==> config.mk <==
export PLATFORM = sky130hd
export DESIGN_NAME = snow64_long_div_param_flat
export DESIGN_NICKNAME = d
export VERILOG_FILES = /design/src/rtl/snow64_long_div_param_if.sv /design/src/rtl/snow64_long_div_param.sv /design/src/flat_wrapper.sv
export SDC_FILE = /design/constraint.sdc
export NUM_CORES = 1
export LEC_CHECK = 0
export CAP_MARGIN = 10
export CELL_PAD_IN_SITES_DETAIL_PLACEMENT = 0
export CELL_PAD_IN_SITES_GLOBAL_PLACEMENT = 2
export CORE_MARGIN = 3
export CORE_UTILIZATION = 34
export CTS_CLUSTER_DIAMETER = 120
export DETAILED_ROUTE_END_ITERATION = 7
export PLACE_DENSITY_LB_ADDON = 0.05
export REMOVE_ABC_BUFFERS = 1
export SETUP_SLACK_MARGIN = 0.3
export SYNTH_ARGS = -nofsm -noshare
export SYNTH_HDL_FRONTEND = slang
export SYNTH_SLANG_ARGS = --single-unit
==> constraint.sdc <==
create_clock -name clk -period 6.4 [get_ports clk]
set_input_delay 0.64 -clock clk [delete_from_list [all_inputs] [get_ports clk]]
set_output_delay 0.64 -clock clk [all_outputs]
set_load 0.03 [all_outputs]
==> src/rtl/snow64_long_div_param_if.sv <==
// rtl/snow64_long_div_param_if.sv - command/result bundle for the long divider
// master drives commands, slave is the divider.
interface snow64_long_div_param_if #(
  parameter int WIDTH__IN_A = 16,
  parameter int WIDTH__IN_B = 8
);
  logic                   in_start;
  logic                   in_signed;
  logic [WIDTH__IN_A-1:0] in_a;
  logic [WIDTH__IN_B-1:0] in_b;
  logic                   out_can_accept_cmd;
  logic                   out_data_valid;
  logic [WIDTH__IN_A-1:0] out_quot;
  logic [WIDTH__IN_B-1:0] out_rem;
  logic                   out_div_by_zero;

  modport master (
    output in_start, in_signed, in_a, in_b,
    input  out_can_accept_cmd, out_data_valid, out_quot, out_rem, out_div_by_zero
  );

  modport slave (
    input  in_start, in_signed, in_a, in_b,
    output out_can_accept_cmd, out_data_valid, out_quot, out_rem, out_div_by_zero
  );
endinterface

==> src/rtl/snow64_long_div_param.sv <==
// rtl/snow64_long_div_param.sv - radix-2^R iterative long divider (quotient, remainder, divide-by-zero)
// Signed commands and the fix-up state exist only when SNOW64_LONG_DIV_SIGNED_EN is defined.
module snow64_long_div_param #(
  parameter int WIDTH__IN_A   = 16,
  parameter int WIDTH__IN_B   = 8,
  parameter int BITS_PER_ITER = 3
) (
  input  logic                   clk,
  input  logic                   rst_n,
  snow64_long_div_param_if.slave dv
);
  localparam int N     = WIDTH__IN_A;
  localparam int D     = WIDTH__IN_B;
  localparam int R     = BITS_PER_ITER;
  localparam int ITERS = (N + R - 1) / R;
  localparam int NE    = ITERS * R;
  localparam int K     = 1 << R;
  localparam int CW    = D + R;
  localparam int CNTW  = (ITERS > 1) ? $clog2(ITERS) : 1;

`ifdef SNOW64_LONG_DIV_SIGNED_EN
  typedef enum logic [1:0] {ST_IDLE, ST_WORKING, ST_FIXUP} state_t;
`else
  typedef enum logic {ST_IDLE, ST_WORKING} state_t;
`endif

  state_t          state;
  logic [CNTW-1:0] cnt;
  logic [NE-1:0]   num_sh;
  logic [D-1:0]    cur;
  logic [N-1:0]    quot_sh;
  logic [CW-1:0]   mult_tab [K];
  logic            dbz;

  logic            can_accept_q;
  logic            valid_q;
  logic [N-1:0]    quot_q;
  logic [D-1:0]    rem_q;
  logic            dbz_q;

  logic [N-1:0]    mag_a;
  logic [D-1:0]    mag_b;
  logic            b_zero;

`ifdef SNOW64_LONG_DIV_SIGNED_EN
  logic a_neg;
  logic b_neg;
  logic neg_quot;
  logic neg_rem;
  logic cmd_is_signed;

  always_comb begin
    a_neg = dv.in_signed & dv.in_a[N-1];
    b_neg = dv.in_signed & dv.in_b[D-1];
    mag_a = a_neg ? -dv.in_a : dv.in_a;
    mag_b = b_neg ? -dv.in_b : dv.in_b;
  end
`else
  logic unused_signed;
  assign unused_signed = dv.in_signed;

  always_comb begin
    mag_a = dv.in_a;
    mag_b = dv.in_b;
  end
`endif

  assign b_zero = (dv.in_b == '0);

  logic [CW-1:0]  cur_shift;
  logic [CW-1:0]  cur_new;
  logic [R-1:0]   digit;
  logic [R-1:0]   trial;
  logic [N+R-1:0] q_wide;
  logic [N-1:0]   quot_next;

  // Table is monotonic, so the digit is resolved one bit at a time, MSB first.
  always_comb begin
    cur_shift = {cur, num_sh[NE-1 -: R]};
    digit     = '0;
    trial     = '0;
    for (int i = R - 1; i >= 0; i--) begin
      trial = digit | (R'(1) << i);
      if (mult_tab[trial] <= cur_shift) digit = trial;
    end
    cur_new   = cur_shift - mult_tab[digit];
    q_wide    = {quot_sh, digit};
    quot_next = q_wide[N-1:0];
  end

  // After the subtract cur_new < |b|, so its top R bits are always zero.
  logic unused_hi;
  assign unused_hi = ^{cur_new[CW-1:D], q_wide[N+R-1:N]};

  always_ff @(posedge clk or negedge rst_n) begin
    if (!rst_n) begin
      state        <= ST_IDLE;
      cnt          <= '0;
      num_sh       <= '0;
      cur          <= '0;
      quot_sh      <= '0;
      dbz          <= 1'b0;
      for (int k = 0; k < K; k++) mult_tab[k] <= '0;
      can_accept_q <= 1'b1;
      valid_q      <= 1'b0;
      quot_q       <= '0;
      rem_q        <= '0;
      dbz_q        <= 1'b0;
`ifdef SNOW64_LONG_DIV_SIGNED_EN
      neg_quot      <= 1'b0;
      neg_rem       <= 1'b0;
      cmd_is_signed <= 1'b0;
`endif
    end else begin
      case (state)
        ST_IDLE: begin
          if (dv.in_start) begin
            state   <= ST_WORKING;
            cnt     <= CNTW'(ITERS - 1);
            num_sh  <= b_zero ? '0 : NE'(mag_a);
            cur     <= '0;
            quot_sh <= '0;
            dbz     <= b_zero;
            // A zero divisor runs as divide-by-one on a zero numerator.
            for (int k = 0; k < K; k++)
              mult_tab[k] <= b_zero ? CW'(k) : CW'(k) * CW'(mag_b);
            can_accept_q <= 1'b0;
            valid_q      <= 1'b0;
`ifdef SNOW64_LONG_DIV_SIGNED_EN
            neg_quot      <= a_neg ^ b_neg;
            neg_rem       <= a_neg;
            cmd_is_signed <= dv.in_signed;
`endif
          end
        end

        ST_WORKING: begin
          num_sh  <= num_sh << R;
          cur     <= cur_new[D-1:0];
          quot_sh <= quot_next;
          cnt     <= cnt - CNTW'(1);
          if (cnt == '0) begin
`ifdef SNOW64_LONG_DIV_SIGNED_EN
            if (cmd_is_signed) begin
              state <= ST_FIXUP;
            end else begin
              state        <= ST_IDLE;
              quot_q       <= quot_next;
              rem_q        <= cur_new[D-1:0];
              dbz_q        <= dbz;
              valid_q      <= 1'b1;
              can_accept_q <= 1'b1;
            end
`else
            state        <= ST_IDLE;
            quot_q       <= quot_next;
            rem_q        <= cur_new[D-1:0];
            dbz_q        <= dbz;
            valid_q      <= 1'b1;
            can_accept_q <= 1'b1;
`endif
          end
        end

`ifdef SNOW64_LONG_DIV_SIGNED_EN
        ST_FIXUP: begin
          // Truncating division: quotient takes the sign xor, remainder the numerator sign.
          state        <= ST_IDLE;
          quot_q       <= neg_quot ? -quot_sh : quot_sh;
          rem_q        <= neg_rem ? -cur : cur;
          dbz_q        <= dbz;
          valid_q      <= 1'b1;
          can_accept_q <= 1'b1;
        end
`endif

        default: state <= ST_IDLE;
      endcase
    end
  end

  assign dv.out_can_accept_cmd = can_accept_q;
  assign dv.out_data_valid     = valid_q;
  assign dv.out_quot           = quot_q;
  assign dv.out_rem            = rem_q;
  assign dv.out_div_by_zero    = dbz_q;
endmodule

==> src/flat_wrapper.sv <==
// flat-port wrapper written by rule: the top's interface ports become plain ports
module snow64_long_div_param_flat 
#(
  parameter int WIDTH__IN_A   = 16,
  parameter int WIDTH__IN_B   = 8,
  parameter int BITS_PER_ITER = 3
)
  (clk, rst_n, dv_in_start, dv_in_signed, dv_in_a, dv_in_b, dv_out_can_accept_cmd, dv_out_data_valid, dv_out_quot, dv_out_rem, dv_out_div_by_zero);
  snow64_long_div_param_if #(.WIDTH__IN_A(WIDTH__IN_A), .WIDTH__IN_B(WIDTH__IN_B)) dv_i ();
  input  logic clk;
  input  logic rst_n;
  input wire logic [$bits(dv_i.in_start)-1:0] dv_in_start;
  input wire logic [$bits(dv_i.in_signed)-1:0] dv_in_signed;
  input wire logic [$bits(dv_i.in_a)-1:0] dv_in_a;
  input wire logic [$bits(dv_i.in_b)-1:0] dv_in_b;
  output wire logic [$bits(dv_i.out_can_accept_cmd)-1:0] dv_out_can_accept_cmd;
  output wire logic [$bits(dv_i.out_data_valid)-1:0] dv_out_data_valid;
  output wire logic [$bits(dv_i.out_quot)-1:0] dv_out_quot;
  output wire logic [$bits(dv_i.out_rem)-1:0] dv_out_rem;
  output wire logic [$bits(dv_i.out_div_by_zero)-1:0] dv_out_div_by_zero;
  assign dv_i.in_start = dv_in_start;
  assign dv_i.in_signed = dv_in_signed;
  assign dv_i.in_a = dv_in_a;
  assign dv_i.in_b = dv_in_b;
  assign dv_out_can_accept_cmd = dv_i.out_can_accept_cmd;
  assign dv_out_data_valid = dv_i.out_data_valid;
  assign dv_out_quot = dv_i.out_quot;
  assign dv_out_rem = dv_i.out_rem;
  assign dv_out_div_by_zero = dv_i.out_div_by_zero;
  snow64_long_div_param #(.WIDTH__IN_A(WIDTH__IN_A), .WIDTH__IN_B(WIDTH__IN_B), .BITS_PER_ITER(BITS_PER_ITER)) u_core (.clk(clk), .rst_n(rst_n), .dv(dv_i));
endmodule
==> Yosys cells after proc, flatten, opt, wreduce, memory -nomap -nowiden <==
Cells that the tools add are included.
{ "totals": {"ff_bits": 148, "inputBits": 28, "elab_cells": 75} }
{ "op_classes": {"addsub": 2, "multipliers": 4, "n_lt_le_gt_ge": 6, "eq_ne": 2, "n_mux": 34, "bitwise": 4, "reduce_logical": 5} }
{ "op_table": {"columns": ["operator", "n"], "rows": [
  ["11-bit binary-select mux with 3-bit select", 3],
  ["11-bit 2-to-1 mux", 7],
  ["18-bit one-hot mux with 2 select lines", 1],
  ["11-bit <= comparator", 3],
  ["8-bit 2-to-1 mux", 4],
  ["13-bit one-hot mux with 2 select lines", 1],
  ["3-bit by 8-bit multiplier with 11-bit output (first input constant)", 2],
  ["2-bit by 8-bit multiplier with 10-bit output (first input constant)", 2],
  ["10-bit 2-to-1 mux", 2],
  ["18-bit 2-to-1 mux", 1],
  ["16-bit 2-to-1 mux", 1],
  ["8-bit one-hot mux with 2 select lines", 1],
  ["13-bit 2-to-1 mux", 1],
  ["4-bit greater-or-equal comparator (second input constant)", 3],
  ["3-bit NOT with 4-bit output", 3],
  ["9-bit 2-to-1 mux", 1],
  ["8-bit zero test", 1],
  ["8-bit subtractor", 1],
  ["3-bit 2-to-1 mux", 2],
  ["3-bit one-hot mux with 2 select lines", 1],
  ["2-bit AND reduction", 3],
  ["1-bit 2-to-1 mux", 5],
  ["2-bit inequality test (second input constant)", 2],
  ["1-bit one-hot mux with 2 select lines", 2],
  ["4 further kinds", 4]
]} }

==> Depth between registers and ports, before layout <==
Gate-level depths: netlist of the first run.
{ "logic_depth": {"ltp_word": 20, "mapped_depth": 36} }

==> Worst setup path after synthesis of the first run <==
Ideal clock, no wire load.
{ "synth_path": {"path_type": "flip-flop to flip-flop", "startpoint": "reg u_core.mult_tab[37] (netlist bit)", "endpoint": "reg u_core.rem_q[7], in the netlist u_core.dv.out_rem[7]", "setup_ns": 0.125, "arrival_ns": 6.745, "required_ns": 6.275, "path_slack_ns": -0.470, "stages_incl_launch_ff": 35, "path_buffers": 6, "synth_period_minus_slack_ns": 6.870, "path_cell_list": "dfrtp_1 > ha_1 > a211o_1 > a221o_1 > o211ai_4 > buf_6 > buf_6 > buf_4 > mux2_2 > ha_1 > a21oi_1 > o21a_1 > a221o_2 > buf_2 > buf_2 > a211oi_1 > a21oi_1 > ha_1 > a21oi_1 > a21oi_1 > o31ai_1 > a21oi_2 > clkbuf_1 > nand3_1 > o21ai_0 > inv_1 > ha_1 > nor2b_1 > o21ai_0 > nand2b_1 > a31oi_1 > a21oi_1 > xnor2_1 > xnor2_1 > mux2_2"} }
{ "synth_between": {"elab_chain_cells": 19} }
{ "synth_lines": {"columns": ["element", "line", "text"], "rows": [
  ["from (decl)", "snow64_long_div_param.sv:32", "logic [CW-1:0] mult_tab [K];"],
  ["from (signal, indexed assignment)", "snow64_long_div_param.sv:126", "mult_tab[k] <= b_zero ? CW'(k) : CW'(k) * CW'(mag_b);"],
  ["11-bit <= comparator", "snow64_long_div_param.sv:84", "if (mult_tab[trial] <= cur_shift) digit = trial;"],
  ["3-bit 2-to-1 mux", "snow64_long_div_param.sv:84", null],
  ["3-bit NOT with 4-bit output (implied by the code)", "snow64_long_div_param.sv:84", null],
  ["11-bit binary-select mux with 3-bit select", "snow64_long_div_param.sv:84", null],
  ["11-bit 2-to-1 mux (implied by the code) (2 in a row)", "snow64_long_div_param.sv:84", null],
  ["11-bit <= comparator", "snow64_long_div_param.sv:84", null],
  ["2-bit 2-to-1 mux", "snow64_long_div_param.sv:84", null],
  ["3-bit NOT with 4-bit output (implied by the code)", "snow64_long_div_param.sv:84", null],
  ["11-bit binary-select mux with 3-bit select", "snow64_long_div_param.sv:84", null],
  ["11-bit 2-to-1 mux (implied by the code) (2 in a row)", "snow64_long_div_param.sv:84", null],
  ["11-bit <= comparator", "snow64_long_div_param.sv:84", null],
  ["1-bit 2-to-1 mux", "snow64_long_div_param.sv:84", null],
  ["3-bit NOT with 4-bit output (implied by the code)", "snow64_long_div_param.sv:86", "cur_new = cur_shift - mult_tab[digit];"],
  ["11-bit binary-select mux with 3-bit select *", "snow64_long_div_param.sv:86", null],
  ["8-bit 2-to-1 mux (implied by the code) * (2 in a row)", "snow64_long_div_param.sv:86", null],
  ["8-bit subtractor *", "snow64_long_div_param.sv:86", null],
  ["to (signal assigned)", "snow64_long_div_param.sv:157", "rem_q <= cur_new[D-1:0];"],
  ["to (decl)", "snow64_long_div_param.sv:38", "logic [D-1:0] rem_q;"]
]} }
Mark *: on every way between the ends. The rest lies on a longest branch, timed or not. The select of a mux whose other input is x is not followed.
A chain may end at the register's enable or synchronous reset.

==> Final worst setup path of the first run <==
Ends and elaborated chain as after synthesis.

==> results summary, run 1 <==
The final critical path takes up 106.2% of the cycle. The maximum level of the CTS H-tree is 3. Synthesis handed over a netlist of 670 instances. The maximum frequency from static timing analysis came out at 0.1471 GHz.

Of all flip-flops after synthesis, the portion carrying an async set or reset was 100.0%. The worst register-to-register path begins at u_core.mult_tab[37]. The via density per instance is 4.883. The transition time at the pin with the least slew margin came out at 1008 ps.

The clock skew after layout is 13.37 ps. The core region is 18,830 um^2. In this run, the number of DRC markers left after iteration 0 of detailed routing was 251. The longest clock path from root to sink contains 2 buffers. The critical path arrival came out at 7040 ps.

The first global-routing pass estimated 27,270 um of wire. Fill cells in the final layout number 1,803. The synthesis-to-layout area growth came out at 29.85%.

The worst hold margin came out at 295.3 ps. The latest clock arrival within the worst-skew pair came out at 360 ps. The total standard cell area after synthesis came out at 6569 um^2. After synthesis, the largest family of logic cells by area is compound AO/OA/AOI/OAI gates. The sum of net half-perimeters after detailed placement is 12,100 um.

The cell with the largest stage delay on the worst path is a221o_2. The number of slew-limit violations in the final report came out at 0. The antenna diode count is 0. The highest fanout seen on the critical path came out at 6.

The share of synthesized cell area in and, or, nand and nor gates came out at 13.89%. The final count of negative-setup-slack endpoints is 10. TritonCTS built the clock tree. The initial antenna violation count came out at 0.

For the worst flop-to-flop path, the logic depth is 31. The slack of the worst reg-to-reg path came out at -400 ps. The number of distinct standard cells referenced by the synthesized netlist came out at 51. The first detailed-routing pass took 4 iterations.

Data on the critical path is required at its endpoint by 6640 ps. The flow ran to the end, but the final reports show violations. The checks that failed: negative setup slack. Setup repair after global routing could not meet its margin everywhere. The highest layer touched by signal routing is met4.

The register area share after synthesis came out at 40.40%. The total global-route track usage came out at 16.04%. Dividing the detail-routed wire length by the instance count gives 16.25 um. The die outline area is 21,020 um^2. The total negative slack came out at -2393 ps. The TritonCTS sink count is 106. The headroom to the max-slew limit is 32.79%. The post-route met1 wirelength came out at 8261 um.

The cell total after placement came out at 1,009. The count of antenna-violating nets left after detailed routing came out at 0. The classification of the worst-slack hold path is in2async. The total number of placement rows is 50. The number of synthesized register bits came out at 106.

The finished layout holds 1,036 standard cells, fillers aside. The number of synthesis warnings came out at 0. The largest incremental delay on the critical path is 430 ps. The number of input and output port buffers inserted came out at 53. The fraction of layout instances using a drive strength above 1 is 19.72%. In the synthesized netlist the dominant register cell turns out to be dfrtp_1. Leaving out fill and tap cells, the most frequent cell in the layout is nand2_1. The largest net degree at the start of global routing is 75. The clock transition time at the flip-flop clock pins of the worst setup and hold paths is 70 ps. Once routing completed, OpenROAD measured the worst setup slack at -398.3 ps. The effective utilization at floorplan came out at 34.88%. The final weighted congestion of routability-driven global placement came out at 0.8213. The via count of the first global-routing pass is 5,213. After detailed routing, the number of remaining DRC violations is 0. In the detailed route, the total length drawn on met3 is 382 um. The number of clock buffers added by TritonCTS is 9. The portion of synthesized area spent on multiplexers is 4.914%. In this run the critical register-to-register path is captured at u_core.dv.out_rem[7]. After Yosys synthesis, full adders, half adders and majority gates account for 16.50% of the synthesized area. The setup path with the least slack is of type reg2reg. The die is 145.0 um tall.

The total met2 wirelength after detailed routing came out at 7842 um. STA classifies the critical path endpoint as a flop. Yosys mapped a number of flops with a built-in enable equal to 0. Clock tree synthesis selected as its root buffer the cell clkbuf_16.

The xor and xnor area share after synthesis came out at 3.333%. Measured on the finished design, the core utilization comes to 45.30%. The number of endpoints with negative hold slack in the final report came out at 0.

The total of max-cap violations came out at 0. The final layout net count came out at 879. The number of top-level pins is 55. The synthesized area divided by synthesized cell count came out at 9.804 um^2. Summing the areas of all compound-gate instances in the mapped netlist gives 16.69% of the synthesized area. STA classifies the critical path startpoint as a flop. For this run the aggregate overflow at the end of global routing stands at 0.

The wire length reported by the detailed router came out at 16,840 um. The post-layout minimum cycle time came out at 6798 ps. The die is 145.0 um wide.

The top cell types in the final layout, fill and taps aside, are nand2_1, dfrtp_1, ha_1. Detailed routing inserted a total of 5,059 vias.
[per-layer routing]
metal | global-route usage (%) | up-vias
met5 | 0 | -
met4 | 5.226 | 0
met3 | 2.092 | 19
met2 | 26.31 | 76
met1 | 22.07 | 2424
li1 | - | 2540
[through the flow]
| step | instance area (um^2) | worst slack, ps |
|---|---|---|
| finish | 8529 | -398.3 |
| global route | 8529 | -687.4 |
| CTS | 8314 | -371.8 |
| detailed placement | 7720 | -625.5 |
| global placement | 7720 | -503.9 |
| floorplan | 6422 | -789.7 |
[cell type report]
cell class	count	area, um^2	share of cell area, %
Tap cell	260	325.3	3.814
Multi-Input combinational cell	495	4010	47.01
Timing Repair Buffer	123	1112	13.04
Clock inverter	6	62.56	0.7335
Inverter	36	135.1	1.584
Clock buffer	10	229.0	2.684
Sequential cell	106	2655	31.13
[worst max path at each step]
stage                        start                    to  slack, ps  cells past startpoint
6_report       u_core.mult_tab[37]  u_core.dv.out_rem[7]       -400                     31
5_1_grt              u_core.cur[1]  u_core.dv.out_rem[7]       -690                     33
4_1_cts              u_core.cur[1]  u_core.dv.out_rem[7]       -370                     32
3_5_place_dp   u_core.mult_tab[37]  u_core.dv.out_rem[7]       -630                     29
3_3_place_gp         u_core.cur[1]  u_core.dv.out_rem[7]       -500                     30
2_1_floorplan  u_core.mult_tab[37]         u_core.cur[6]       -790                     29
[cell usage after synthesis, types with 2 or more instances]
cell      number  share of area (%)
a211oi_1       9                1.0
a21o_1        12                1.4
a21oi_1       30                2.3
a221o_1       14                2.1
a22o_1        14                1.9
and2_1         7               0.67
and2_2         2               0.23
buf_1          4               0.23
buf_2          3               0.23
buf_6          2               0.34
clkbuf_1      23                1.3
dfrtp_1      105                 40
fa_1          11                3.4
ha_1          69                 13
inv_1         35                2.0
mux2_2        10                1.7
mux2i_1       21                3.2
nand2_1      116                6.6
nand2b_1      16                1.5
nand3_1        4               0.30
nand4_1        4               0.38
nor2_1        19                1.1
nor2b_1        6               0.57
nor3_1         6               0.46
nor3b_1       11                1.3
o21a_1         2               0.23
o21ai_0       47                3.6
o21bai_1      10                1.1
o22a_1         3               0.40
o31ai_1       10                1.1
or2_2          2               0.19
xnor2_1       17                2.3
xor2_1         8                1.1
[worst max-delay path, delay by kind of cell, from the launching register on]
kind / cells / cell delay (ps)
muxes: 4 / 1050
and+or+nand+nor: 5 / 690
DFF: 1 / 420
AOI/OAI and AO/OA: 12 / 2540
buffers and inverters: 4 / 580
adders and majority gates: 4 / 1070
xor gates and xnor gates: 2 / 300
[registers in the layout (all words and copies together) (netlist names)]
signal,flops
u_core.mult_tab,35
u_core.num_sh,18
u_core.dv.out_quot,16
u_core.quot_sh,13
u_core.cur,8
u_core.dv.out_rem,8
u_core.cnt,3
u_core.dbz,1
u_core.dv.out_can_accept_cmd,1
u_core.dv.out_data_valid,1
u_core.dv.out_div_by_zero,1
u_core.state,1
[kinds of logic after synthesis]
kind of cell | count (synthesis)
simple gates | 198
flops | 106
xor+xnor | 25
buf+inv | 69
compound gates | 161
fa+ha+maj | 80
mux | 31
[repair_timing]
action                     in CTS  in global routing
pin swaps                      27                 26
gates resized for setup        45                 32
hold buffers                    0                  0
setup endpoints to repair      12                 14
setup buffers                   8                  3
Power of run 1 is not shown: default switching activity piles up to over one toggle a cycle in this logic, so the estimate is an artifact.
==> run 2: changes to the inputs <==
--- a/config.mk
+++ b/config.mk
@@ -12,7 +12,7 @@
 export CORE_UTILIZATION = 34
 export CTS_CLUSTER_DIAMETER = 120
 export DETAILED_ROUTE_END_ITERATION = 7
-export PLACE_DENSITY_LB_ADDON = 0.05
+export PLACE_DENSITY_LB_ADDON = 0.1
 export REMOVE_ABC_BUFFERS = 1
 export SETUP_SLACK_MARGIN = 0.3
 export SYNTH_ARGS = -nofsm -noshare
==> run 2 against run 1 <==
Effect of this change: the flow still finishes with violations (negative setup slack); worst setup slack gained 140 ps; first-iteration DRC count shrank 1.2%; cell count grew 0.48%; critical path type unchanged; via count grew 0.61%; die area is the same; worst hold slack lost 40 ps; non-clock buffer count grew 5; routed wire length shrank 2.6%; sequential share of layout area grew 0.13 points; final area shrank 0.43%.
==> results summary, run 2 (synthesized netlist as in run 1, its figures left out) <==
The flow ran to the end, but the final reports show violations. The final reports fail on negative setup slack. The wire length reported by the detailed router came out at 16,410 um.

Buffers inserted during clock tree synthesis total 9. The commonest non-fill, non-tap cell in the layout is nand2_1. The smallest setup slack after layout is -263.2 ps. The residual DRC count came out at 0. The flip-flop count of the largest register after layout came out at 35.

The die span in y came out at 145.0 um. The violation count after the first detailed-route iteration is 248. The post-cts hold buffer count came out at 0. Clock tree synthesis selected as its root buffer the cell clkbuf_16. The number of buffers between clock root and the deepest sink came out at 2. Once the floorplan was initialized, standard cells occupied 34.88% of the core. Entering global routing, the biggest net connects 75 pins.

The initial antenna violation count is 0. The via density per instance came out at 4.890. CTS saw 106 sinks. The synthesis-to-layout area growth is 29.30%. The sum of net half-perimeters after detailed placement is 11,710 um. The cell depth of the worst flop-to-flop path is 31.

STA puts the critical path data arrival time at 6910 ps. The cell with the largest stage delay on the worst path is a221o_2. The total of max-cap violations is 0. The launch point of the worst path is u_core.cur[1]. The later pin in the worst-skew pair is clocked with a latency of 360 ps. The number of endpoints with negative hold slack in the final report is 0. The critical path in this run is classified as reg2reg. The register containing the most flip-flops in the final layout is u_core.mult_tab. The via count of the first global-routing pass came to 5,412. The largest incremental delay on the critical path came out at 460 ps. The startpoint of the most critical register-to-register path is u_core.cur[1]. The capturing element of the worst setup path is u_core.dv.out_rem[7].

The slack of the worst reg-to-reg path is -260 ps. The maximum level of the CTS H-tree is 3. The count of antenna-violating nets left after detailed routing is 0. Cells with a size suffix above 1 make up 19.85% of the layout.

The transition time at the pin with the least slew margin came out at 957.7 ps. The die outline area is 21,020 um^2. The total global-route track usage came out at 16.06%. The clock transition time at the flip-flop clock pins of the worst setup and hold paths is 70 ps. The average wire per cell in the routed design came out at 15.76 um. The maximum frequency from static timing analysis came out at 0.1501 GHz.

Data on the critical path is required at its endpoint by 6640 ps. The number of slew-limit violations in the final report came out at 0. The die boundary width came out at 145.0 um. STA classifies the critical path endpoint as a flop. The final weighted congestion of routability-driven global placement came out at 0.8145. The antenna diode count came out at 0. The first global-routing pass estimated 27,820 um of wire. Among the stages of the critical path, the cell type that occurs most often is ha_4. The total number of placement rows came out at 50. TritonCTS built the clock tree. The core region area came out at 18,830 um^2.

The detailed-router iteration count before antenna repair is 5. The clock skew after layout came out at 6.193 ps. Setup repair after global routing could not meet its margin everywhere. The number of top-level pins came out at 55. The vias after detailed routing is 5,090. Summed over all layers, the global routing overflow is 0.

In the layout the commonest cells are nand2_1, dfrtp_1, buf_4. The instance area at placement is 7712 um^2. The final layout net count came out at 884. Measured against its own limit, the worst slew margin works out to 36.15%. The highest fanout seen on the critical path came out at 7. The final design instance area without fill is 8493 um^2. The share of the clock period used by the worst path after layout came out at 104.1%.

STA classifies the critical path startpoint as a flop. The number of input and output port buffers inserted came out at 53. The post-layout minimum cycle time is 6663 ps. The final count of negative-setup-slack endpoints came out at 8. The path class of the tightest hold or removal check is in2async.

The worst register-to-register path ends at u_core.dv.out_rem[7].
[run 2: cell types whose count changed in the layout (fill, tap and decap cells not counted), sizes merged]
cell and delta:
clkinv -3, inv +2, buf +5, clkinvlp +1
[run 2: stage by stage]
step                      setup TNS (ps)  instances  hold WS (ps)  utilization (%)  setup slack (ps)
after CTS                          -1178       1035         286.2            44.23            -282.3
final                              -1285       1041         255.2            45.10            -263.2
after global routing               -4339       1041         304.4            45.10            -596.6
after global placement             -2692       1008         453.1            40.96            -503.3
after floorplan                    -5763        637         344.4                -            -789.7
after detailed placement           -3198       1008         458.4            40.96            -562.3
[run 2: cell type report]
cell class | count | area (um^2)
fillers | 1835 | 10340
multi-input cells | 495 | 3965
flip-flops and latches | 106 | 2655
repair buffers | 128 | 1125
well taps | 260 | 325.3
clock buffers | 10 | 229.0
inverters | 36 | 135.1
clock inverters | 6 | 58.81
[run 2: routing by layer]
| metal | vias up | track usage [%] | routed length (um) |
|---|---|---|---|
| met5 | - | 0 | 0 |
| met4 | 0 | 5.701 | 322 |
| met3 | 17 | 1.749 | 309 |
| met2 | 60 | 26.67 | 7740 |
| met1 | 2457 | 21.86 | 8035 |
| li1 | 2556 | - | - |
[run 2: worst min-delay path by stage]
| stage | end | slack, ps | cells past startpoint |
|---|---|---|---|
| 6_report | u_core.cnt[2] | 260 | 1 |
| 5_1_grt | u_core.cnt[0] | 300 | 1 |
| 4_1_cts | u_core.quot_sh[12] | 290 | 1 |
| 3_5_place_dp | u_core.dv.out_quot[13] | 460 | 2 |
| 3_3_place_gp | u_core.dv.out_quot[13] | 450 | 2 |
| 2_1_floorplan | u_core.cnt[0] | 340 | 0 |
[run 2: repair_timing]
| item | in CTS | in global routing |
|---|---|---|
| gates resized for setup | 49 | 23 |
| endpoints found under the setup margin | 12 | 14 |
| gates cloned | 0 | 0 |
| pin swaps | 27 | 17 |
| hold endpoints to repair | 0 | 0 |
| buffers inserted | 11 | 6 |
[run 2: critical path, delay by kind of cell (launching register included)]
family | cells | cell delay (ps)
xor gates and xnor gates | 2 | 300
AOI/OAI and AO/OA | 12 | 2660
muxes | 4 | 1040
buffers and inverters | 4 | 480
and+or+nand+nor | 5 | 660
DFF | 1 | 390
adders and majority gates | 4 | 1040
Power of run 2 is left out for the same reason.
==> run 3: changes to the inputs <==
--- a/config.mk
+++ b/config.mk
@@ -9,7 +9,8 @@
 export CELL_PAD_IN_SITES_DETAIL_PLACEMENT = 0
 export CELL_PAD_IN_SITES_GLOBAL_PLACEMENT = 2
 export CORE_MARGIN = 3
-export CORE_UTILIZATION = 34
+export CORE_UTILIZATION = 35
+export CTS_BUF_LIST = sky130_fd_sc_hd__clkbuf_4
 export CTS_CLUSTER_DIAMETER = 120
 export DETAILED_ROUTE_END_ITERATION = 7
 export PLACE_DENSITY_LB_ADDON = 0.1
==> run 3 against run 2 <==
Effect of this change: the flow still finishes with violations (negative setup slack); worst hold slack got worse by 110 ps; non-clock buffer count down 11; via count is 1.1% lower; final area down 2.9%; worst setup slack improved by 22 ps; highest routed layer unchanged.
==> results summary, run 3 (synthesized netlist as in run 1, its figures left out) <==
The flow ran to the end, but the final reports show violations. The checks that failed: negative setup slack. CTS placed an instance of clkbuf_4 at the clock tree root. The effective utilization at floorplan is 36.08%. The synthesis-to-layout area growth is 25.52%. The final layout net count is 873. The residual DRC count came out at 0.

The average wire per cell in the routed design came out at 16.28 um. The final route contains 5,033 vias. The clock skew after layout is 24.51 ps. The die boundary width came out at 143.0 um.

Counting stages on the worst path, the most repeated cell is a21oi_2. The worst setup path is captured at a flop. The floorplan has 49 rows. The fraction of layout instances using a drive strength above 1 is 18.70%. The worst setup path is launched from a flop. For this run, the total global-route usage over all layers was measured as 16.40%. Entering global routing, the biggest net connects 64 pins. At the pin with the least slew margin, the transition time is 1020 ps. The final count of negative-setup-slack endpoints is 7. The count of antenna-violating nets left after detailed routing came out at 0. The post-layout minimum cycle time is 6641 ps. The worst setup path is of the reg2reg kind.

The first global-routing pass estimated 26,560 um of wire. The critical path arrival is 7020 ps. Detailed placement finished with a half-perimeter wire length of 11,960 um. Leaving out fill and tap cells, the most frequent cells in the layout are nand2_1, dfrtp_1, ha_1. The headroom to the max-slew limit came out at 31.99%. The number of fill cells in the layout came out at 1,769. The critical path data required time is 6780 ps.

The maximum level of the CTS H-tree came out at 3. The cell total after placement is 977. The die span in y is 143.0 um. The number of buffers between clock root and the deepest sink is 2.

The initial antenna violation count came to 1. The core region is 18,210 um^2. Static timing analysis puts the maximum clock frequency at 0.1506 GHz. The number of endpoints with negative hold slack in the final report was 0. The number of input and output port buffers inserted came out at 53. The number of top-level pins is 55. The die outline area came out at 20,450 um^2.

The largest incremental delay on the critical path is 460 ps. Routability-driven placement finished with a final weighted congestion of 0.8486. The detailed-router iteration count before antenna repair came out at 4. The worst path uses 103.8% of the clock period. The latest clock arrival within the worst-skew pair is 490 ps. TritonCTS built the clock tree. The highest fanout seen on the critical path is 6.

The clock transition time at the flip-flop clock pins of the worst setup and hold paths is 170 ps. More flip-flops sit in one register than any other, and that register is u_core.mult_tab. The residual overflow from global routing is 0. The cell with the largest stage delay on the worst path is a221o_2. The clock net in this run drives a total of 106 sinks.

The library cell used most frequently in the layout, excluding fill and tap cells, is nand2_1. The register with the most flip-flops in the layout has 35 of them. The number of CTS-inserted buffers is 9. The number of slew-limit violations in the final report came to 0. Using the TritonRoute via totals, the vias-per-cell ratio works out to 5.033. The count of non-filler cells in the finished layout is 1,000. The total of max-cap violations is 0. Setup repair after global routing could not meet its margin everywhere.

The wire length reported by the detailed router is 16,280 um. The via count of the first global-routing pass is 5,085. The classification of the worst-slack hold path is in2async. The violation count after the first detailed-route iteration came out at 232. The smallest setup slack after layout is -241.0 ps.
-- run 3: timing repair --
action | in CTS | in global routing
hold buffers | 0 | 0
resized for setup | 40 | 26
setup endpoints to repair | 12 | 14
pin swaps | 23 | 25
endpoints found under the hold margin | 0 | 0
buffers inserted | 4 | 2
cloned | 0 | 0
-- run 3: final cells by class --
| type | instances | area, um^2 | area share, % |
|---|---|---|---|
| inverter | 36 | 135.1 | 1.639 |
| clock inverter | 6 | 61.31 | 0.7436 |
| tap | 229 | 286.5 | 3.475 |
| clock buffer | 10 | 75.07 | 0.9105 |
| timing repair buffer | 117 | 1067 | 12.94 |
| sequential | 106 | 2655 | 32.20 |
| multi-input combinational | 495 | 3963 | 48.06 |
| antenna | 1 | 2.502 | 0.03035 |
-- run 3: worst max-delay path: cells and delay by family, from the launching register on --
kind            cells  cell delay [ps]
xor+xnor            2              280
compound gates     14             2700
simple gates        5              730
fa+ha+maj           4             1090
buf+inv             3              400
flops               1              410
mux                 3              910
-- run 3: metal layers --
metal | part of all wire [%] | global-route usage, % | up-vias
li1 | - | - | 2536
met1 | 50 | 23.35 | 2423
met2 | 46 | 26.16 | 66
met3 | 2.9 | 2.880 | 8
met4 | 0.98 | 3.802 | 0
met5 | 0 | 0 | -
-- run 3: final timing paths --
check                                startpoint                    to  slack, ps  depth (start not counted)
max reg2reg                       u_core.cur[0]  u_core.dv.out_rem[7]       -240                         31
max in group asynchronous                 rst_n          u_core.state       5020                          2
max                               u_core.cur[0]  u_core.dv.out_rem[7]       -240                         31
min                                       rst_n   u_core.mult_tab[37]        140                          1
min in group clk           u_core.dv.out_rem[3]  u_core.dv.out_rem[3]        490                          2
min reg2reg                u_core.dv.out_rem[3]  u_core.dv.out_rem[3]        490                          2
-- run 3: per-stage QoR --
stage	instance area, um^2	utilization [%]	setup TNS, ps	hold slack [ps]	setup WS [ps]
final	8245	45.28	-855.6	144.1	-241.0
after global routing	8245	45.28	-3888	146.0	-574.0
after CTS	8083	44.39	-1624	135.3	-354.1
after detailed placement	7689	42.23	-3266	461.9	-566.9
after global placement	7689	42.23	-2656	455.4	-500.4
after floorplan	6422	-	-5763	344.4	-789.7
Power of run 3 is left out for the same reason.
==> patch 1: new RTL, settings of run 2 <==
`WIDTH__IN_B` is set to 8 in 3 places; all go to 6.
--- a/src/rtl/snow64_long_div_param_if.sv
+++ b/src/rtl/snow64_long_div_param_if.sv
@@ -2,7 +2,7 @@
 // master drives commands, slave is the divider.
 interface snow64_long_div_param_if #(
   parameter int WIDTH__IN_A = 16,
-  parameter int WIDTH__IN_B = 8
+  parameter int WIDTH__IN_B = 6
 );
   logic                   in_start;
   logic                   in_signed;
--- a/src/rtl/snow64_long_div_param.sv
+++ b/src/rtl/snow64_long_div_param.sv
@@ -2,7 +2,7 @@
 // Signed commands and the fix-up state exist only when SNOW64_LONG_DIV_SIGNED_EN is defined.
 module snow64_long_div_param #(
   parameter int WIDTH__IN_A   = 16,
-  parameter int WIDTH__IN_B   = 8,
+  parameter int WIDTH__IN_B   = 6,
   parameter int BITS_PER_ITER = 3
 ) (
   input  logic                   clk,
--- a/src/flat_wrapper.sv
+++ b/src/flat_wrapper.sv
@@ -2,7 +2,7 @@
 module snow64_long_div_param_flat 
 #(
   parameter int WIDTH__IN_A   = 16,
-  parameter int WIDTH__IN_B   = 8,
+  parameter int WIDTH__IN_B   = 6,
   parameter int BITS_PER_ITER = 3
 )
   (clk, rst_n, dv_in_start, dv_in_signed, dv_in_a, dv_in_b, dv_out_can_accept_cmd, dv_out_data_valid, dv_out_quot, dv_out_rem, dv_out_div_by_zero);
Interface: changed (resized dv_in_b and dv_out_rem); port bits go from 55 to 51. No check against the original RTL was run, so the function may have changed too.
==> patch 1 against run 2 <==
- maximum frequency up 11%
- clock skew up 0.0028 ns
- design area decreased by 11%
- sequential cell count shrank 12
- worst setup slack better by 0.64 ns
- wire length decreased by 8.2%
- synthesized area is 14% lower
Power is not shown: default switching activity piles up to over one toggle a cycle in this logic, so the estimate is an artifact.
==> patch 1: results (changes against run 2) <==
* Yosys warns at 0 (unchanged)
* Global-route usage over all layers at 17.1% (+1.1 points)
* Slew Limit Headroom at 34.7% (-1.4 points)
* First-pass GRT wire length at 24500 um (-12%)
* Pre-CTS setup slack at -0.0862 ns (+0.476 ns)
* CP max stage cell: dfrtp_1
* FF-to-FF setup slack at 0.37 ns (+0.64 ns)
* Share of layout cells above drive strength 1 at 22.4% (+2.6 points)
* Post-synthesis cell count at 593 (-11%)
* N_diodes at 0 (unchanged)
* Largest net degree at the start of global routing at 54 (-28%)
* CP max stage delay at 0.44 ns (-0.02 ns)
* Synth async-reset ratio at 100% (unchanged)
* Top post-synthesis cells by count: nand2_1, dfrtp_1, ha_1
* Synth area leaders: dfrtp_1, ha_1, nand2_1, fa_1, o21ai_0
* RD Place Congestion at 0.781 (-4.1%)
* Number of flip-flops under the largest register name at 27 (-23%)
* DP Wirelength at 10500 um (-10%)
* Seq/Total Area, Yosys at 41.7% (+1.3 points)
* Worst min-delay path category: in2async
* H-Tree Depth at 3 (unchanged)
* Top cell type's share of synthesized area at 41.3% (+1.3 points)
* Clock period minus worst slack at 6.03 ns (-0.637 ns)
* Placed cell count at 872 (-13%)
* WP data arrival at 6.31 ns (-0.60 ns)
* PortBufs at 49 (-7.5%)
* Finished Layout Cells at 917 (-12%)
* Startpoint Class: flip-flop
* Initial antenna violation count at 0 (unchanged)
* Routed Wire Length at 15100 um (-8.2%)
* FILL cells at 1548 (-16%)
* Crit path to: u_core.dv.out_rem[5]$_DFFE_PN0P_
* Netlist cell types at 53 (+3.9%)
* Skew-Pair Late Insertion Delay at 0.35 ns
* Crit path max fanout at 6 (-1)
* Root Driver: clkbuf_16
* Reg2Reg Depth at 35 (+13%)
* Outcome: finished clean
* WHS at 0.272 ns (+0.0164 ns)
* Nets at 783 (-11%)
* Clk_skew at 0.00896 ns (+0.00276 ns)
* Worst r2r src: u_core.mult_tab[33]$_DFFE_PN0P_
* Drt first-iter violations at 179 (-28%)
* Via density at 5.01 (+2.5%)
* Slew Limit Fails at 0 (unchanged)
* DRT Pass-1 Iters at 4 (-1)
* Vias in the first global route at 4662 (-14%)
## patch 1: timing repair
action | CTS | global route
gates cloned | 2 | 0
endpoints found under the setup margin | 6 | 8
gates resized for setup | 23 | 66
pin swaps | 14 | 44
setup buffers | 18 | 9
## patch 1: worst max-delay path: cells and delay by family (launching register included)
kind            cells  cell delay [ns]
fa+ha+maj           4             1.15
compound gates     14             2.14
simple gates        9             1.02
flops               1             0.44
xor+xnor            1             0.12
mux                 2             0.51
buf+inv             5             0.59
## patch 1: cell type report
cell class / instances / area share (%)
inverter: 26 / 1.29
clock buffer: 10 / 3.02
multi-input combinational: 440 / 44.8
sequential: 94 / 31.0
timing repair buffer: 125 / 15.6
tap: 216 / 3.57
clock inverter: 6 / 0.693
## patch 1: through the flow
| stage | TNS (ns) | cell area [sq um] |
|---|---|---|
| 6_report | 0 | 7580 |
| 4_1_cts | 0 | 7180 |
| 5_1_grt | 0 | 7580 |
| 3_5_place_dp | -0.119 | 6590 |
| 2_1_floorplan | -0.273 | 5450 |
| 3_3_place_gp | 0 | 6590 |
## patch 1: routing by layer
metal / vias up / track usage (%) / wire (um)
met1: 2221 / 24.0 / 7470
li1: 2287 / - / -
met2: 73 / 27.5 / 6960
met4: 0 / 5.77 / 276
met5: - / 0 / 0
met3: 17 / 2.35 / 361
## patch 1: cell families (layout without fill, tap and decap cells)
| group | Yosys count | in the layout | synth area share (%) |
|---|---|---|---|
| AO/OA/AOI/OAI | 146 | 146 | 17.9 |
| XOR/XNOR | 15 | 15 | 2.33 |
| adder cells (fa/ha/maj) | 61 | 61 | 14.7 |
| buffers and inverters | 59 | 167 | 5.12 |
| flip-flops | 94 | 94 | 41.7 |
| multiplexers | 13 | 13 | 2.31 |
| AND/OR/NAND/NOR | 205 | 205 | 15.9 |
==> patch 2: new RTL, flow settings as in run 2 <==
Without the edit above. Reset style: synchronous (`rst_n`), changed in one clocked block.
--- a/src/rtl/snow64_long_div_param.sv
+++ b/src/rtl/snow64_long_div_param.sv
@@ -92,7 +92,7 @@
   logic unused_hi;
   assign unused_hi = ^{cur_new[CW-1:D], q_wide[N+R-1:N]};
 
-  always_ff @(posedge clk or negedge rst_n) begin
+  always_ff @(posedge clk) begin
     if (!rst_n) begin
       state        <= ST_IDLE;
       cnt          <= '0;
Formal check against the unedited RTL: differs if rst_n is asserted again (counterexample within 4 cycles, from zero or initial values and one cycle with rst_n low); with rst_n held inactive, the same outputs for 4 cycles.
==> patch 2 against run 2 <==
- the flow still finishes with violations (setup timing)
- design area up 12%
- wire length is 14% higher
- sequential cell count rose by 10
- first-iteration DRC count shrank 15%
- worst setup slack worse by 0.21 ns
- synthesized area increased by 6.1%
- via count is 9.7% higher
- final cell count is 8.1% higher
==> patch 2: results (changes against run 2) <==
* Top post-synthesis cells by count: a21oi_1, dfxtp_1, ha_1
* Setup TNS Final at -3.50 ns (-2.22 ns)
* Met3 WL at 593 um (+92%)
* Vias at 5586 (+9.7%)
* Clk_skew at 0.00891 ns (+0.00272 ns)
* Skew-Pair Late Insertion Delay at 0.41 ns (+0.05 ns)
* Worst Setup Slack, final at -0.478 ns (-0.214 ns)
* Metal2 WL at 8910 um (+15%)
* Netlist cell types at 54 (+5.9%)
* Synth async-reset ratio at 0% (-100 points)
* CP max stage cell: or4_4
* Number of flip-flops under the largest register name at 45 (+29%)
* Worst r2r src: u_core.mult_tab[4][7]$_SDFFCE_PP0P_
* Reg2Reg Depth at 32 (+3.2%)
* DP Wirelength at 13400 um (+15%)
* H-Tree Depth at 4 (+1)
* DP Area at 0.00827 sq mm (+7.2%)
* WP data arrival at 7.21 ns (+0.30 ns)
* Drt first-iter violations at 210 (-15%)
* Setup violators final at 10 (+2)
* Crit path max fanout at 9 (+2)
* Synth area leaders: dfxtp_1, edfxtp_1, ha_1, a21oi_1, nor2_1
* Row cnt at 51 (+2.0%)
* Nets at 956 (+8.1%)
* Failing checks: setup timing
* Slew Limit Headroom at 28.8% (-7.3 points)
* RD Place Congestion at 0.840 (+3.2%)
* Outcome: finished, violations left
* Number of synthesized flops with an enable pin at 45 (+45)
* Global-route usage over all layers at 17.5% (+1.4 points)
* Worst min-delay path category: reg2reg
* CP max stage delay at 0.53 ns (+0.07 ns)
## patch 2: changes by cell type in the layout (fill, tap and decap cells not counted), moves of 10 or more
| cell | run 2 | this run |
|---|---|---|
| nor2_1 | 19 | 59 |
| nor3_1 | 5 | 16 |
| nand2_1 | 116 | 32 |
| o21ai_0 | 41 | 24 |
| a22o_1 | 14 | 24 |
| a21oi_1 | 21 | 68 |
| nor3b_1 | 11 | 23 |
| nor2b_1 | 4 | 19 |
| dfxtp_1 | 0 | 70 |
| dfrtp_1 | 104 | 0 |
| edfxtp_1 | 0 | 45 |
| buf_4 | 67 | 79 |
| a221o_1 | 14 | 0 |
## patch 2: what timing repair did
action | in CTS | in global routing
gates cloned | 1 | 1
setup buffers | 13 | 6
pin swaps | 34 | 24
resized for setup | 67 | 28
endpoints found under the setup margin | 14 | 14
hold buffers | 0 | 0
## patch 2: how the worst max path moves through the flow
stage	slack (ns)	endpoint
CTS	-0.42	u_core.cur[7]$_SDFFE_PN0P_
detailed placement	-0.88	u_core.cur[7]$_SDFFE_PN0P_
global placement	-0.68	u_core.cur[7]$_SDFFE_PN0P_
global route	-0.74	u_core.cur[6]$_SDFFE_PN0P_
floorplan	-2.23	u_core.cur[7]$_SDFFE_PN0P_
finish	-0.48	u_core.cur[7]$_SDFFE_PN0P_
## patch 2: kinds of logic (layout without fill, tap and decap cells)
| logic type | Yosys count | count (layout) | share of synthesized area [%] |
|---|---|---|---|
| simple gates | 212 | 212 | 15.8 |
| compound gates | 177 | 177 | 16.3 |
| mux | 36 | 36 | 5.46 |
| xor+xnor | 21 | 21 | 2.64 |
| fa+ha+maj | 81 | 81 | 15.7 |
| buf+inv | 75 | 217 | 4.20 |
| flops | 116 | 116 | 39.8 |
## patch 2: area by class of cell
cell class                 count  area, sq um
fill                        1837        10300
multi-input combinational    527         4320
sequential                   116         2770
timing repair buffer         149         1360
clock buffer                  21          440
tap                          265          332
inverter                      36          138
clock inverter                11          135
## patch 2: per-layer routing
layer | vias to the layer above | global-route usage [%]
met2 | 102 | 28.3
li1 | 2829 | -
met5 | - | 0
met4 | 0 | 7.00
met1 | 2631 | 23.2
met3 | 24 | 3.07
## patch 2: stage by stage
step | util (%) | hold WS [ns] | setup WS (ns) | std cells | total power [mW]
after floorplan | - | 0.434 | -2.23 | 679 | 2.43
after global placement | 41.8 | 0.435 | -0.678 | 1072 | 3.46
after detailed placement | 41.8 | 0.442 | -0.882 | 1072 | 3.51
after CTS | 47.0 | 0.450 | -0.425 | 1118 | 5.05
after global routing | 48.0 | 0.472 | -0.743 | 1125 | 5.65
final | 48.0 | 0.450 | -0.478 | 1125 | 5.29
